### config.mk
export PLATFORM = sky130hd
export DESIGN_NAME = mac_array_sequencer_flat
export DESIGN_NICKNAME = d
export VERILOG_FILES = /design/src/rtl/mac_array_sequencer_if.sv /design/src/rtl/mac_array_sequencer.sv /design/src/flat_wrapper.sv
export SDC_FILE = /design/constraint.sdc
export NUM_CORES = 1
export LEC_CHECK = 0
export CORE_MARGIN = 5
export CORE_UTILIZATION = 55
export CTS_CLUSTER_SIZE = 25
export DETAILED_ROUTE_END_ITERATION = 8
export PLACE_DENSITY = 0.89
export RECOVER_POWER = 25
export SYNTH_ARGS = -nofsm -noshare
export SYNTH_HDL_FRONTEND = slang
export SYNTH_SLANG_ARGS = --single-unit
### constraint.sdc
create_clock -name sys_clk -period 3.3 [get_ports sys_clk]
set_input_delay 0.33 -clock sys_clk [delete_from_list [all_inputs] [get_ports sys_clk]]
set_output_delay 0.33 -clock sys_clk [all_outputs]
set_load 0.02 [all_outputs]
### src/rtl/mac_array_sequencer_if.sv
// Host command and line-controller signal bundle for mac_array_sequencer.
// The master side is the host / line controllers; the slave side is the sequencer.
interface mac_array_sequencer_if;
    logic       cmd_valid;
    logic       cmd_ready;
    logic       cmd_write;
    logic       cmd_set;
    logic [4:0] cmd_sl_addr;
    logic [4:0] cmd_wl_addr;
    logic       work_en;
    logic       work_mode;
    logic       op_mode;
    logic [4:0] sl_addr_in;
    logic [4:0] wl_addr;
    logic       sl_assert_en;
    logic       bl_assert_en;
    logic       wl_pulse_en;
    logic       op_down;
    logic       busy;
    logic       err_timeout;

    modport master (
        output cmd_valid, cmd_write, cmd_set, cmd_sl_addr, cmd_wl_addr,
        output sl_assert_en, bl_assert_en,
        input  cmd_ready, work_en, work_mode, op_mode, sl_addr_in, wl_addr,
        input  wl_pulse_en, op_down, busy, err_timeout
    );

    modport slave (
        input  cmd_valid, cmd_write, cmd_set, cmd_sl_addr, cmd_wl_addr,
        input  sl_assert_en, bl_assert_en,
        output cmd_ready, work_en, work_mode, op_mode, sl_addr_in, wl_addr,
        output wl_pulse_en, op_down, busy, err_timeout
    );
endinterface

### src/rtl/mac_array_sequencer.sv
// Queues single-cell array commands and sequences work_en, line-driver arming,
// the timed WL pulse and the op_down handshake. All outputs are registered.
module mac_array_sequencer #(
    parameter int unsigned FIFO_DEPTH  = 4,
    parameter logic [7:0]  WR_PULSE    = 8'd20,
    parameter logic [7:0]  RD_PULSE    = 8'd40,
    parameter logic [7:0]  ARM_TIMEOUT = 8'd64
) (
    input  logic                  sys_clk,
    input  logic                  sys_rst_n,
    mac_array_sequencer_if.slave  bus
);
    localparam int unsigned PTR_W = (FIFO_DEPTH > 1) ? $clog2(FIFO_DEPTH) : 1;
    localparam int unsigned CNT_W = PTR_W + 1;
    localparam logic [CNT_W-1:0] CNT_ZERO = {CNT_W{1'b0}};
    localparam logic [CNT_W-1:0] CNT_ONE  = CNT_W'(1'b1);
    localparam logic [CNT_W-1:0] CNT_FULL = CNT_W'(FIFO_DEPTH);
    localparam logic [PTR_W-1:0] PTR_ZERO = {PTR_W{1'b0}};
    localparam logic [PTR_W-1:0] PTR_ONE  = PTR_W'(1'b1);

    typedef struct packed {
        logic       wr;
        logic       set;
        logic [4:0] sl;
        logic [4:0] wl;
    } cmd_t;

    typedef enum logic [2:0] {
        ST_IDLE  = 3'd0,
        ST_ISSUE = 3'd1,
        ST_ARM   = 3'd2,
        ST_PULSE = 3'd3,
        ST_DONE  = 3'd4
    } state_t;

    cmd_t             fifo_mem_r [FIFO_DEPTH];
    logic [PTR_W-1:0] wr_ptr_r;
    logic [PTR_W-1:0] rd_ptr_r;
    logic [CNT_W-1:0] count_r;
    logic [CNT_W-1:0] count_next_s;
    logic             push_s;
    logic             pop_s;
    cmd_t             head_s;

    state_t           state_r;
    state_t           state_next_s;
    logic [7:0]       timer_r;
    logic [7:0]       timer_next_s;
    logic             timeout_s;

    logic             cmd_ready_r;
    logic             work_en_r;
    logic             work_mode_r;
    logic             op_mode_r;
    logic [4:0]       sl_addr_r;
    logic [4:0]       wl_addr_r;
    logic             wl_pulse_en_r;
    logic             op_down_r;
    logic             busy_r;
    logic             err_timeout_r;

    // Queue handshake decode and next occupancy.
    always_comb begin
        push_s       = bus.cmd_valid && cmd_ready_r;
        pop_s        = (state_r == ST_IDLE) && (count_r != CNT_ZERO);
        head_s       = fifo_mem_r[rd_ptr_r];
        count_next_s = count_r;
        case ({push_s, pop_s})
            2'b10:   count_next_s = count_r + CNT_ONE;
            2'b01:   count_next_s = count_r - CNT_ONE;
            default: count_next_s = count_r;
        endcase
    end

    // Command queue storage, pointers and the registered ready flag.
    always_ff @(posedge sys_clk or negedge sys_rst_n) begin
        if (!sys_rst_n) begin
            for (int i = 0; i < int'(FIFO_DEPTH); i++) begin
                fifo_mem_r[i] <= {$bits(cmd_t){1'b0}};
            end
            wr_ptr_r    <= PTR_ZERO;
            rd_ptr_r    <= PTR_ZERO;
            count_r     <= CNT_ZERO;
            cmd_ready_r <= 1'b1;
        end else begin
            if (push_s) begin
                fifo_mem_r[wr_ptr_r] <= {bus.cmd_write, bus.cmd_set, bus.cmd_sl_addr, bus.cmd_wl_addr};
                wr_ptr_r             <= wr_ptr_r + PTR_ONE;
            end
            if (pop_s) begin
                rd_ptr_r <= rd_ptr_r + PTR_ONE;
            end
            count_r     <= count_next_s;
            cmd_ready_r <= (count_next_s != CNT_FULL);
        end
    end

    // Operation sequencing: next state and cycle timer.
    always_comb begin
        state_next_s = state_r;
        timer_next_s = timer_r;
        timeout_s    = 1'b0;
        case (state_r)
            ST_IDLE: begin
                if (pop_s) begin
                    state_next_s = ST_ISSUE;
                end else begin
                    state_next_s = ST_IDLE;
                end
            end
            ST_ISSUE: begin
                if (work_mode_r) begin
                    state_next_s = ST_ARM;
                    timer_next_s = ARM_TIMEOUT;
                end else begin
                    state_next_s = ST_PULSE;
                    timer_next_s = RD_PULSE;
                end
            end
            ST_ARM: begin
                // Both drivers must be up in the same cycle; the last timer tick aborts.
                if (bus.sl_assert_en && bus.bl_assert_en) begin
                    state_next_s = ST_PULSE;
                    timer_next_s = WR_PULSE;
                end else if (timer_r <= 8'd1) begin
                    state_next_s = ST_DONE;
                    timer_next_s = 8'd0;
                    timeout_s    = 1'b1;
                end else begin
                    timer_next_s = timer_r - 8'd1;
                end
            end
            ST_PULSE: begin
                if (timer_r <= 8'd1) begin
                    state_next_s = ST_DONE;
                    timer_next_s = 8'd0;
                end else begin
                    timer_next_s = timer_r - 8'd1;
                end
            end
            ST_DONE: begin
                state_next_s = ST_IDLE;
            end
            default: begin
                state_next_s = ST_IDLE;
                timer_next_s = 8'd0;
            end
        endcase
    end

    // State and timer registers.
    always_ff @(posedge sys_clk or negedge sys_rst_n) begin
        if (!sys_rst_n) begin
            state_r <= ST_IDLE;
            timer_r <= 8'd0;
        end else begin
            state_r <= state_next_s;
            timer_r <= timer_next_s;
        end
    end

    // Registered outputs, decoded from the next state so they align with it.
    always_ff @(posedge sys_clk or negedge sys_rst_n) begin
        if (!sys_rst_n) begin
            work_en_r     <= 1'b0;
            work_mode_r   <= 1'b0;
            op_mode_r     <= 1'b0;
            sl_addr_r     <= 5'd0;
            wl_addr_r     <= 5'd0;
            wl_pulse_en_r <= 1'b0;
            op_down_r     <= 1'b0;
            busy_r        <= 1'b0;
            err_timeout_r <= 1'b0;
        end else begin
            if (pop_s) begin
                work_mode_r <= head_s.wr;
                op_mode_r   <= head_s.set;
                sl_addr_r   <= head_s.sl;
                wl_addr_r   <= head_s.wl;
            end
            work_en_r     <= (state_next_s == ST_ISSUE);
            wl_pulse_en_r <= (state_next_s == ST_PULSE);
            op_down_r     <= (state_next_s == ST_DONE);
            busy_r        <= (state_next_s != ST_IDLE) || (count_next_s != CNT_ZERO);
            err_timeout_r <= err_timeout_r | timeout_s;
        end
    end

    assign bus.cmd_ready   = cmd_ready_r;
    assign bus.work_en     = work_en_r;
    assign bus.work_mode   = work_mode_r;
    assign bus.op_mode     = op_mode_r;
    assign bus.sl_addr_in  = sl_addr_r;
    assign bus.wl_addr     = wl_addr_r;
    assign bus.wl_pulse_en = wl_pulse_en_r;
    assign bus.op_down     = op_down_r;
    assign bus.busy        = busy_r;
    assign bus.err_timeout = err_timeout_r;
endmodule

### src/flat_wrapper.sv
// flat-port wrapper written by rule: the top's interface ports become plain ports
module mac_array_sequencer_flat 
#(
    parameter int unsigned FIFO_DEPTH  = 4,
    parameter logic [7:0]  WR_PULSE    = 8'd20,
    parameter logic [7:0]  RD_PULSE    = 8'd40,
    parameter logic [7:0]  ARM_TIMEOUT = 8'd64
)
  (sys_clk, sys_rst_n, bus_cmd_valid, bus_cmd_write, bus_cmd_set, bus_cmd_sl_addr, bus_cmd_wl_addr, bus_sl_assert_en, bus_bl_assert_en, bus_cmd_ready, bus_work_en, bus_work_mode, bus_op_mode, bus_sl_addr_in, bus_wl_addr, bus_wl_pulse_en, bus_op_down, bus_busy, bus_err_timeout);
  mac_array_sequencer_if bus_i ();
  input  logic sys_clk;
  input  logic sys_rst_n;
  input wire logic [$bits(bus_i.cmd_valid)-1:0] bus_cmd_valid;
  input wire logic [$bits(bus_i.cmd_write)-1:0] bus_cmd_write;
  input wire logic [$bits(bus_i.cmd_set)-1:0] bus_cmd_set;
  input wire logic [$bits(bus_i.cmd_sl_addr)-1:0] bus_cmd_sl_addr;
  input wire logic [$bits(bus_i.cmd_wl_addr)-1:0] bus_cmd_wl_addr;
  input wire logic [$bits(bus_i.sl_assert_en)-1:0] bus_sl_assert_en;
  input wire logic [$bits(bus_i.bl_assert_en)-1:0] bus_bl_assert_en;
  output wire logic [$bits(bus_i.cmd_ready)-1:0] bus_cmd_ready;
  output wire logic [$bits(bus_i.work_en)-1:0] bus_work_en;
  output wire logic [$bits(bus_i.work_mode)-1:0] bus_work_mode;
  output wire logic [$bits(bus_i.op_mode)-1:0] bus_op_mode;
  output wire logic [$bits(bus_i.sl_addr_in)-1:0] bus_sl_addr_in;
  output wire logic [$bits(bus_i.wl_addr)-1:0] bus_wl_addr;
  output wire logic [$bits(bus_i.wl_pulse_en)-1:0] bus_wl_pulse_en;
  output wire logic [$bits(bus_i.op_down)-1:0] bus_op_down;
  output wire logic [$bits(bus_i.busy)-1:0] bus_busy;
  output wire logic [$bits(bus_i.err_timeout)-1:0] bus_err_timeout;
  assign bus_i.cmd_valid = bus_cmd_valid;
  assign bus_i.cmd_write = bus_cmd_write;
  assign bus_i.cmd_set = bus_cmd_set;
  assign bus_i.cmd_sl_addr = bus_cmd_sl_addr;
  assign bus_i.cmd_wl_addr = bus_cmd_wl_addr;
  assign bus_i.sl_assert_en = bus_sl_assert_en;
  assign bus_i.bl_assert_en = bus_bl_assert_en;
  assign bus_cmd_ready = bus_i.cmd_ready;
  assign bus_work_en = bus_i.work_en;
  assign bus_work_mode = bus_i.work_mode;
  assign bus_op_mode = bus_i.op_mode;
  assign bus_sl_addr_in = bus_i.sl_addr_in;
  assign bus_wl_addr = bus_i.wl_addr;
  assign bus_wl_pulse_en = bus_i.wl_pulse_en;
  assign bus_op_down = bus_i.op_down;
  assign bus_busy = bus_i.busy;
  assign bus_err_timeout = bus_i.err_timeout;
  mac_array_sequencer #(.FIFO_DEPTH(FIFO_DEPTH), .WR_PULSE(WR_PULSE), .RD_PULSE(RD_PULSE), .ARM_TIMEOUT(ARM_TIMEOUT)) u_core (.sys_clk(sys_clk), .sys_rst_n(sys_rst_n), .bus(bus_i));
endmodule
Word level (Yosys, flattened, before mapping). Index checks and enable logic that the tools add are counted.

Muxes and demuxes: 19. $lt $le $gt $ge: 4. Bitwise operators: 3. Reductions and logical operators: 10. Equality and inequality tests: 10. Add/sub/neg operators: 5.

Operators by type and width (number): $bwmux 48 (1); $mux 12 (3); $pmux 8 s4 (1); $bmux 12 s2 (1); $demux 12 s2 (1); $mux 8 (2); $pmux 3 s4 (1); $eq 3x2->1 const B (3); $reduce_bool 3->1 (3); $le 8x1->1 const B (1); $sub 8x1->8 const B (1); $mux 7 (1); $eq 3x1->1 const B (2); $eq 3x3->1 const B (2); $ge 3x3->1 const B (2); $mux 3 (2); $not 2->3 (2); $pmux 3 s2 (1); $mux 1 (5); $add 2x1->2 const B (2); $logic_and 1x1->1 (4); $add 3x1->3 const B (1); $logic_not 3->1 (1); $lt 3x1->1 const B (1); other kinds (7) (7).

Output and inout bits: 18. Bits of input ports: 17. Word-level logic and storage cells: 82. Register bits after elaboration: 84.

Depth between registers and ports, before layout.
Depth after elaboration: 6. Depth in mapped cells: 10. Gate-level depth less buffers: 9.

Least setup slack after synthesis. Ideal clock, no wire load.

Kind: flip-flop to flip-flop. Start: register u_core.state_r[2]. End: register u_core.busy_r (netlist: u_core.bus.busy). Library setup time: 0.072 ns. Required time: 3.228 ns. Stages on the path, launching flop included: 11. Period minus slack after synthesis: 2.365 ns. Slack: 0.935 ns. Arrival: 2.293 ns. Path through: dfrtp_1 -> buf_6 -> nor4_4 -> buf_8 -> ha_1 -> inv_1 -> fa_1 -> xor2_1 -> nor2_1 -> xor2_1 -> nand4b_1.

Longest elaborated chain between the ends: 6. Elaborated cells between the ends (all ways): 15. Those cells by class: eq/ne: 5; mux: 5; reduce/logical: 5.

Ends and longest elaborated chain: from (decl) (line mac_array_sequencer.sv:45) `state_t state_r;`; from (signal assigned) (line mac_array_sequencer.sv:157) `state_r <= state_next_s;`; $logic_not 3->1 * (line mac_array_sequencer.sv:65) `pop_s = (state_r == ST_IDLE) && (count_r != CNT_ZERO);`; $logic_and 1x1->1 * (line mac_array_sequencer.sv:65); via u_core.pop_s (line mac_array_sequencer.sv:42) `logic pop_s;`; $eq 2x1->1 or $eq 2x2->1 (tied branches) (line mac_array_sequencer.sv:68) `case ({push_s, pop_s})`; $pmux 3 s2 * (line mac_array_sequencer.sv:68); via u_core.count_next_s[2] (line mac_array_sequencer.sv:40) `logic [CNT_W-1:0] count_next_s;`; $reduce_bool 3->1 * (line mac_array_sequencer.sv:184) `busy_r <= (state_next_s != ST_IDLE) || (count_next_s != CNT_ZERO);`; $logic_or 1x1->1 * (line mac_array_sequencer.sv:184); to (signal assigned) (line mac_array_sequencer.sv:184); to (decl) (line mac_array_sequencer.sv:59) `logic busy_r;`.

Mark *: on every way through the listed nets, which the timed path passes. The rest lies on a longest branch. A chain may end at the register's enable or synchronous reset.

Final worst setup path.
Start: register u_core.state_r[1]. End: register u_core.busy_r (netlist: u_core.bus.busy).

Longest elaborated chain between the ends: 6. Elaborated cells between the ends (all ways): 15. Those cells by class: eq/ne: 5; mux: 5; reduce/logical: 5.

Ends and longest elaborated chain (line): $logic_not 3->1 * (mac_array_sequencer.sv:65); $logic_and 1x1->1 * (mac_array_sequencer.sv:65); $eq 2x1->1 or $eq 2x2->1 (tied branches) (mac_array_sequencer.sv:68); $pmux 3 s2 * (mac_array_sequencer.sv:68); via u_core.count_next_s[2] (mac_array_sequencer.sv:40); $reduce_bool 3->1 * (mac_array_sequencer.sv:184); $logic_or 1x1->1 * (mac_array_sequencer.sv:184).

Marked as above.

==> implementation parameters <==
Parameter                              Value

Status
  Run status ... finished with violations
  Violated checks ... capacitance limit, slew limit

Critical path
  Peak fanout along the critical path ... 9
  Cell with the largest stage delay on the worst path ... sky130_fd_sc_hd__dfrtp_1
  Crit path buffers/inverters ... 1
  Cell type group with the largest total delay on the critical path ... adder cells
  Critical path's most frequent cell ... sky130_fd_sc_hd__xor2_1
  WP data arrival ... 2450 ps
  Start-to-end type of the worst setup path ... flop to flop
  Required time of the worst setup path ... about 3600 ps
  Cell Chain, Critical Path ... nor4_4 -> ha_1 -> inv_1 -> fa_1 -> xor2_1 -> nor2_1 -> xor2_1 -> nand4b_1
  Kind of capture point of the worst setup path ... flop
  Crit-path max cell delay ... about 500 ps
  Startpoint kind of the worst setup timing path ... flop

Timing
  Final worst-path setup slack ... roughly 1100 ps
  Highest attainable clock frequency ... between 0.4 and 0.5 GHz
  Relative slew slack ... -31.9%
  Final Cycle Share ... between 60% and 70%
  Unrepaired setup endpoints after global routing ... false
  Slew at the pin closest to its max-slew limit ... 1980 ps
  Setup TNS ... 0 ps
  Final count of negative-setup-slack endpoints ... 0
  Hold Vio Cnt, Final ... 0
  Max Transition Viols Final ... 85
  Tmin final ... between 2000 and 2500 ps
  Clock skew ... about 10 ps
  Post-Route Hold Slack ... between 400 and 500 ps

Die
  Count of pins on the block boundary ... 35
  Die Outline Area ... between 8000 and 9000 sq um
  Core region area ... between 6000 and 7000 sq um
  Effective utilization at floorplan ... between 50% and 60%
  Num rows ... 30
  DIE WIDTH ... 93.5 um
  Height of the chip ... 93.5 um

Route
  DRC marker count from the first detailed-route iteration ... 95
  Post-detailed-route DRC marker count ... 0
  Total number of vias ... about 2.2k
  Total wire length ... approximately 6.8 mm
  Number of nets with antenna violations after routing ... 0
  Routed WL per cell ... 16.9 um
  Routed vias/inst ... about 5.6
  DRT Pass-1 Iters ... 4

Placed design
  DP Wirelength ... between 4 and 5 mm
  Post-Place Cell Area ... about 4200 sq um
  Cells after DPL ... 384
  Final Wtd Congestion ... between 0.8 and 0.9
  PortBufs ... 34
  Minimum setup slack after placement ... slightly above 1000 ps

Yosys
  Netlist area before placement ... between 3000 and 4000 sq um
  Flip-flop cell with the highest count after synthesis ... sky130_fd_sc_hd__dfrtp_1
  Synth Area in Compound Gates ... about 4.2%
  Top-area cell type share of the netlist area ... around 54%
  Top-count cell post-synth ... sky130_fd_sc_hd__dfrtp_1
  Distinct cell type count after synthesis ... 40
  Synth warnings ... 0
  Main combinational cell family by area after synthesis ... multiplexers
  Count of state elements after synthesis ... 84
  Async S/R FF share, synth ... 100%
  Top cells by count, synth ... 83 x sky130_fd_sc_hd__dfrtp_1, 53 x sky130_fd_sc_hd__mux2_2, 13 x sky130_fd_sc_hd__inv_1, 12 x sky130_fd_sc_hd__mux4_2, 9 x sky130_fd_sc_hd__nor2_1
  Post-synthesis sequential area ratio ... a little over half
  Fraction of the mapped netlist area in simple logic gates ... roughly 5.8%
  Cell types occupying the most area after synthesis ... sky130_fd_sc_hd__dfrtp_1 54%, sky130_fd_sc_hd__mux2_2 16%, sky130_fd_sc_hd__mux4_2 7.1%
  Adder-cell share of the synthesized area ... ~2.8%
  Number of enable-type register cells in the synthesized netlist ... 0
  Post-synth top area cell ... sky130_fd_sc_hd__dfrtp_1
  Xor and xnor fraction of the mapped netlist area ... under 10%
  Synth Net Count ... 290
  Syn Area/Cell ... about 14 sq um
  Mux share of post-synthesis cell area ... a little over a quarter
  Cell count after synthesis ... between 200 and 300

Clock network
  Clock edge transition at the registers on the reported setup and hold paths ... around 80 ps
  Number of buffers inserted during clock tree synthesis ... 9
  Maximum level of the CTS H-tree ... 3
  Clock sink total ... between 80 and 90
  Clk Latency, worst-skew pair ... approximately 350 ps
  Number of buffers added for setup after CTS ... 0
  Hold Buf Count CTS ... 0
  Maximum clock path buffer count ... 2
  Root Buffer Master ... sky130_fd_sc_hd__clkbuf_8
  Number of gates resized after cts ... 0
  CTS tree ... done

GRT
  Total overflow reported by the global router ... 0
  Initial antenna violation count ... 0
  Number of global-route vias before repair ... roughly 2.3k
  GRT Util Overall ... between 15 and 20%
  Largest net degree at the start of global routing ... 85
  Global-route wire length before repair ... ~12 mm

Cells and area
  Count of nets after finishing ... 324
  Fillcell total ... 488
  Share of post-route cells with drive strength above 1 ... between 30% and 40%
  Final Util ... 64.6%
  Layout Area Growth over Synthesis ... 14.6%
  Final design instance area without fill ... around 4400 sq um
  Fin cells ... 400
  Antenna Diode Count ... 0

Power and ir drop
  PD cells ... 1040 nW/um^2
  Leakage power figure ... about 1.9 nW
  Final Total Pwr ... between 4 and 5 mW
  Peak supply drop ... roughly 0.53 mV

Job
  Max-cap viol count ... 1

Hold path
  Class of the tightest hold or removal check ... flop to flop
==> state kept, by name, summed over array words and instances, names as in the netlist, 2 cells and up <==
name,cells
u_core.fifo_mem_r,48
u_core.state_r,3
u_core.timer_r,8
u_core.rd_ptr_r,2
u_core.count_r,3
u_core.bus.wl_addr,5
u_core.wr_ptr_r,2
u_core.bus.sl_addr_in,5
==> cells in the final DEF, fill, tap and decap left out, types with 4 or more instances in the layout <==
cell type	instances
sky130_fd_sc_hd__dfrtp_1	83
sky130_fd_sc_hd__inv_1	13
sky130_fd_sc_hd__nor2_1	9
sky130_fd_sc_hd__o22ai_1	5
sky130_fd_sc_hd__a21oi_1	6
sky130_fd_sc_hd__o21ai_0	4
sky130_fd_sc_hd__nor3_1	6
sky130_fd_sc_hd__nand2_1	7
sky130_fd_sc_hd__clkbuf_8	9
sky130_fd_sc_hd__clkdlybuf4s50_1	33
sky130_fd_sc_hd__xor2_1	5
sky130_fd_sc_hd__mux4_2	12
sky130_fd_sc_hd__ha_1	7
sky130_fd_sc_hd__mux2_2	53
sky130_fd_sc_hd__nand3_1	6
sky130_fd_sc_hd__mux2_4	8
==> worst reg2reg max path, cell delays in order (launching register included) <==
cell,delay (ps)
sky130_fd_sc_hd__dfrtp_1,500
sky130_fd_sc_hd__nor4_4,320
sky130_fd_sc_hd__ha_1,230
sky130_fd_sc_hd__inv_1,60
sky130_fd_sc_hd__fa_1,370
sky130_fd_sc_hd__xor2_1,150
sky130_fd_sc_hd__nor2_1,110
sky130_fd_sc_hd__xor2_1,220
sky130_fd_sc_hd__nand4b_1,140
==> path summary, 6_finish.rpt <==
kind / depth (start not counted) / slack (ps) / endpoint / from
setup / recovery: 8 / 1140 / u_core.bus.busy$_DFF_PN0_ / u_core.state_r[1]$_DFF_PN0_
hold / removal: 1 / 490 / u_core.bus.err_timeout$_DFF_PN0_ / u_core.bus.err_timeout$_DFF_PN0_
setup reg to reg: 8 / 1140 / u_core.bus.busy$_DFF_PN0_ / u_core.state_r[1]$_DFF_PN0_
hold reg to reg: 1 / 490 / u_core.bus.err_timeout$_DFF_PN0_ / u_core.bus.err_timeout$_DFF_PN0_
max in group asynchronous: 1 / 1600 / u_core.fifo_mem_r[24]$_DFFE_PN0P_ / sys_rst_n
min in group asynchronous: 1 / 540 / u_core.timer_r[2]$_DFFE_PN0N_ / sys_rst_n
==> per-layer routing <==
layer | vias up | GRT usage (%) | wire, um
met3 | 5 | 5.87 | 267
met4 | 0 | 5.01 | 36
met5 | - | 0 | 0
li1 | 1023 | - | -
met2 | 50 | 28.1 | 3590
met1 | 1161 | 22.4 | 2880
==> area by class of cell <==
cell class | instances | area, sq um | share of cell area, %
Inverter | 13 | 48.8 | 1.11
Clock inverter | 6 | 71.3 | 1.62
Clock buffer | 10 | 128 | 2.91
Tap cell | 96 | 120 | 2.74
Sequential cell | 84 | 2100 | 47.9
Timing Repair Buffer | 35 | 343 | 7.81
Multi-Input combinational cell | 156 | 1580 | 35.9
==> where the power goes <==
part	switching, mW	leakage [nW]	internal [mW]
Clock	0.366	0.0935	0.356
Sequential	0.404	1.00	1.54
Combinational	0.804	0.775	1.09
==> cell families after synthesis <==
| group | after synthesis |
|---|---|
| XOR/XNOR | 9 |
| AO/OA/AOI/OAI | 25 |
| multiplexers | 74 |
| AND/OR/NAND/NOR | 40 |
| buffers and inverters | 25 |
| flip-flops | 84 |
| adder cells (fa/ha/maj) | 8 |
Power figures use the tool's default switching activity.
